[config.mk]
export PLATFORM = sky130hd
export DESIGN_NAME = seq101_dual_detector_flat
export DESIGN_NICKNAME = d
export VERILOG_FILES = /design/src/rtl/seq101_pkg.sv /design/src/rtl/seq101_dual_detector_if.sv /design/src/rtl/seq101_moore_fsm.sv /design/src/rtl/seq101_dual_detector.sv /design/src/flat_wrapper.sv
export SDC_FILE = /design/constraint.sdc
export NUM_CORES = 1
export LEC_CHECK = 0
export BUFFER_PORTS_ARGS = -buffer_cell sky130_fd_sc_hd__buf_2
export CORE_AREA = 4 4 41 43
export CTS_BUF_LIST = sky130_fd_sc_hd__clkbuf_4 sky130_fd_sc_hd__clkbuf_8 sky130_fd_sc_hd__clkbuf_16
export DETAILED_ROUTE_END_ITERATION = 8
export DIE_AREA = 0 0 45 47
export PLACE_DENSITY = 0.3
export SETUP_SLACK_MARGIN = 0.3
export SLEW_MARGIN = 20
export SYNTH_ARGS = -nofsm -noshare
export SYNTH_HDL_FRONTEND = slang
export SYNTH_HIERARCHICAL = 1
export SYNTH_SLANG_ARGS = --single-unit
[constraint.sdc]
create_clock -name clk -period 1.2 [get_ports clk]
set_clock_uncertainty 0.15 [all_clocks]
set_input_delay 0.12 -clock clk [delete_from_list [all_inputs] [get_ports clk]]
set_output_delay 0.12 -clock clk [all_outputs]
set_load 0.01 [all_outputs]
[src/rtl/seq101_pkg.sv]
// Shared state encodings for the dual "101" serial pattern detector.
package seq101_pkg;

    typedef enum logic [1:0] {
        M_IDLE = 2'd0,
        M_1    = 2'd1,
        M_10   = 2'd2
    } mealy_state_t;

    typedef enum logic [1:0] {
        S_IDLE = 2'd0,
        S_1    = 2'd1,
        S_10   = 2'd2,
        S_101  = 2'd3
    } moore_state_t;

    localparam logic [2:0] PATTERN = 3'b101;

endpackage

[src/rtl/seq101_dual_detector_if.sv]
// Serial bit in, Mealy and Moore detect pulses out.
interface seq101_dual_detector_if;

    logic x;
    logic y_mealy;
    logic y_moore;

    modport master (
        output x,
        input  y_mealy,
        input  y_moore
    );

    modport slave (
        input  x,
        output y_mealy,
        output y_moore
    );

endinterface

[src/rtl/seq101_moore_fsm.sv]
// Moore "101" matcher: the detect pulse is a pure decode of the state register.
module seq101_moore_fsm
    import seq101_pkg::*;
#(
    parameter bit OVERLAP = 1'b1
) (
    input  logic clk,
    input  logic reset,
    input  logic x,
    output logic y_moore
);

    moore_state_t state;
    moore_state_t state_next;

    always_ff @(posedge clk or posedge reset) begin
        if (reset) begin
            state <= S_IDLE;
        end else begin
            state <= state_next;
        end
    end

    // Leaving S_101 on a 0 keeps the trailing "10" only when overlapping hits are wanted.
    always_comb begin
        state_next = S_IDLE;
        y_moore    = 1'b0;
        case (state)
            S_IDLE: state_next = x ? S_1 : S_IDLE;
            S_1:    state_next = x ? S_1 : S_10;
            S_10:   state_next = x ? S_101 : S_IDLE;
            S_101: begin
                y_moore = 1'b1;
                if (x) begin
                    state_next = S_1;
                end else begin
                    state_next = OVERLAP ? S_10 : S_IDLE;
                end
            end
            default: state_next = S_IDLE;
        endcase
    end

endmodule

[src/rtl/seq101_dual_detector.sv]
// Runs a Mealy and a Moore "101" matcher side by side on one serial stream.
module seq101_dual_detector
    import seq101_pkg::*;
#(
    parameter bit OVERLAP = 1'b1
) (
    input  logic clk,
    input  logic reset,
    seq101_dual_detector_if.slave bus
);

    mealy_state_t mealy_state;
    mealy_state_t mealy_next;

    always_ff @(posedge clk or posedge reset) begin
        if (reset) begin
            mealy_state <= M_IDLE;
        end else begin
            mealy_state <= mealy_next;
        end
    end

    // The final '1' of a match completes the pattern in the same cycle it is presented.
    always_comb begin
        mealy_next  = M_IDLE;
        bus.y_mealy = 1'b0;
        case (mealy_state)
            M_IDLE: mealy_next = bus.x ? M_1 : M_IDLE;
            M_1:    mealy_next = bus.x ? M_1 : M_10;
            M_10: begin
                if (bus.x) begin
                    bus.y_mealy = 1'b1;
                    mealy_next  = OVERLAP ? M_1 : M_IDLE;
                end else begin
                    mealy_next  = M_IDLE;
                end
            end
            default: mealy_next = M_IDLE;
        endcase
    end

    seq101_moore_fsm #(
        .OVERLAP (OVERLAP)
    ) u_moore (
        .clk     (clk),
        .reset   (reset),
        .x       (bus.x),
        .y_moore (bus.y_moore)
    );

endmodule

[src/flat_wrapper.sv]
// flat-port wrapper written by rule: the top's interface ports become plain ports
module seq101_dual_detector_flat import seq101_pkg::*;
#(
    parameter bit OVERLAP = 1'b1
)
  (clk, reset, bus_x, bus_y_mealy, bus_y_moore);
  seq101_dual_detector_if bus_i ();
  input  logic clk;
  input  logic reset;
  input wire logic [$bits(bus_i.x)-1:0] bus_x;
  output wire logic [$bits(bus_i.y_mealy)-1:0] bus_y_mealy;
  output wire logic [$bits(bus_i.y_moore)-1:0] bus_y_moore;
  assign bus_i.x = bus_x;
  assign bus_y_mealy = bus_i.y_mealy;
  assign bus_y_moore = bus_i.y_moore;
  seq101_dual_detector #(.OVERLAP(OVERLAP)) u_core (.clk(clk), .reset(reset), .bus(bus_i));
endmodule
==> flow_summary.json <==
{
  "ctsLongestPathBuffers": 2,
  "r2r-end": "u_core/u_moore/state[1]$_DFF_PP0_",
  "place_congestion": 0.630,
  "seq_area_frac_synth_pct": 64.0,
  "htreeDepth": 1,
  "p_comb_share_pct": 9.4,
  "internal_power_uw": 276,
  "crit_end": "bus_y_mealy",
  "synthCells": 13,
  "clockPowerShare_pct": 47.3,
  "io_pins": 5,
  "clock_latency_ns": 0.23,
  "p_leak_nw": 0.130,
  "io_buffer_count": 4,
  "worstPathRequired_ns": 0.93,
  "yosysWarnings": 6,
  "final_hold_viol_count": 3,
  "fp.dieArea_um2": 2120,
  "rows": 13,
  "worst_ep_arrival_time_ns": 0.93,
  "tightest_slew_ns": 0.111,
  "drive_above_1_share_pct": 45.5,
  "hold_class": "input port to register",
  "synthesis.area_um2": 156,
  "power_frac_seq_pct": 43.4,
  "grt_first_pass_wirelength_um": 469,
  "status": "finished with violations",
  "min_period_ns": 1.20,
  "drt_iter0_drc": 2,
  "power_density_nw_per_um2": 1360,
  "final_cell_mix": "dfrtp_1 (4), clkbuf_4 (3), buf_2 (3), buf_6 (3), inv_1 (2)",
  "first_pass_iters": 4,
  "p_sw_share_pct": 19.8,
  "grt_max_degree": 7,
  "period_share_pct": 100,
  "final_common_cell": "dfrtp_1",
  "crit_start": "u_core/mealy_state[0]$_DFF_PP0_",
  "start_kind": "register",
  "grt_pass1_vias": 123,
  "synth_area_per_cell_um2": 12.0,
  "grt_use_total_pct": 3.96,
  "slew_viol_final": 0,
  "ant_nets": 0,
  "totalWireLength_um": 264,
  "drv_cap": 0,
  "fmax_ghz": 0.833,
  "cts_root_buffer": "clkbuf_4",
  "grt_overflow": 0,
  "clk_pin_slew_ns": 0.04,
  "area_delta_synth_final_pct": 61.6,
  "p_total_uw": 344,
  "final-setup-viol-count": 1,
  "reg2reg_depth": 3,
  "layout.nets": 27,
  "slew_headroom_pct": 92.4,
  "crit_fanout": 3,
  "avgRoutedWirePerCell_um": 7.14,
  "pre_cts_slack_ns": 0.228,
  "viasPerCell": 3.24,
  "r2r_slack_ns": 0.24,
  "r2r_start": "u_core/u_moore/state[0]$_DFF_PP0_",
  "syn-num-nets": 16,
  "dpl.hpwl_um": 194,
  "cts_made_buffers": 3,
  "irDropWorstVdd_mv": 0.508,
  "grt_setup_unrepaired": "true",
  "fin_ws_ns": -0.00102,
  "clock_sinks": 4,
  "critical_path_class": "register to output port",
  "nFillCells": 154,
  "timing.setup.tns_ns": -0.00102,
  "drc": 0,
  "switchingPower_uw": 68.2,
  "dr_total_vias": 120,
  "start_util_pct": 12.0,
  "diodes": 0,
  "cts_hold_buf": 1,
  "die_w_um": 45,
  "antenna_found_initial": 0,
  "yosysUniqueCellTypes": 9,
  "hold_ws_ns": -0.0882,
  "core-area_um2": 1300,
  "tritoncts": "yes",
  "die-height_um": 47,
  "violations": "hold timing, setup timing",
  "yosys_register_bits": 4,
  "cp-end-kind": "output port"
}
[synthesized netlist by cell type]
cell type | instances | area (µm²)
a21boi_0 | 1 | 7.51
mux2i_1 | 1 | 10.0
inv_1 | 2 | 7.51
nand2_1 | 1 | 3.75
and3b_2 | 1 | 10.0
dfrtp_1 | 4 | 100
and2_1 | 1 | 6.26
clkbuf_1 | 1 | 3.75
nor3b_1 | 1 | 7.51
[layer usage]
metal	up-vias	GRT usage [%]	part of all wire (%)
li1	59	-	-
met1	57	3.44	42
met2	4	3.95	46
met3	0	6.90	12
met4	0	1.75	0
met5	-	0	0
[kinds of logic after synthesis]
kind of cell    after synthesis  synth area share, %
compound gates                1                 4.80
buf+inv                       3                 7.20
flops                         4                 64.0
mux                           1                 6.40
simple gates                  4                 17.6
[power groups by stage]
stage               registers [mW]  clock network, mW  logic (mW)
floorplan                    0.149                  0      0.0133
global placement             0.150                  0      0.0212
detailed placement           0.151                  0      0.0215
CTS                          0.149              0.171      0.0281
global route                 0.150              0.191      0.0367
finish                       0.149              0.163      0.0322
[what timing repair did]
item	in CTS	in global routing
setup endpoints to repair	2	2
hold endpoints to repair	7	3
setup buffers	1	1
pin swaps	1	0
resized for setup	1	2
[worst min-delay path by stage]
stage,start,endpoint,slack (ns),depth (start not counted)
2_1_floorplan,reset,u_core/mealy_state[0]$_DFF_PP0_,-0.29,1
3_3_place_gp,reset,u_core/mealy_state[0]$_DFF_PP0_,-0.17,2
3_5_place_dp,reset,u_core/mealy_state[0]$_DFF_PP0_,-0.16,2
4_1_cts,bus_x,u_core/u_moore/state[0]$_DFF_PP0_,-0.09,1
5_1_grt,bus_x,u_core/u_moore/state[0]$_DFF_PP0_,-0.1,1
6_report,bus_x,u_core/u_moore/state[0]$_DFF_PP0_,-0.09,1
[worst max-delay path, cell delays in order (launching register included)]
cell     delay [ns]
dfrtp_1        0.37
and3b_2        0.24
buf_6          0.10
[through the flow]
stage	instances	utilization, %	cell area [µm²]	hold WS [ns]
floorplan	13	-	156	-0.289
global placement	31	14.7	191	-0.168
detailed placement	31	14.7	191	-0.165
CTS	36	18.3	238	-0.0948
global route	37	19.4	253	-0.0955
finish	37	19.4	253	-0.0882
[sequential cells by signal (all words and copies together), names as in the netlist]
name,cells
u_core/mealy_state,2
u_core/u_moore/state,2
[area by class of cell]
| class | count | area, µm² | share of cell area [%] |
|---|---|---|---|
| flip-flops and latches | 4 | 100 | 39.6 |
| repair buffers | 7 | 58.8 | 23.3 |
| well taps | 15 | 18.8 | 7.43 |
| inverters | 2 | 7.51 | 2.97 |
| clock buffers | 3 | 22.5 | 8.91 |
| multi-input cells | 6 | 45.0 | 17.8 |
Power figures use the tool's default switching activity.
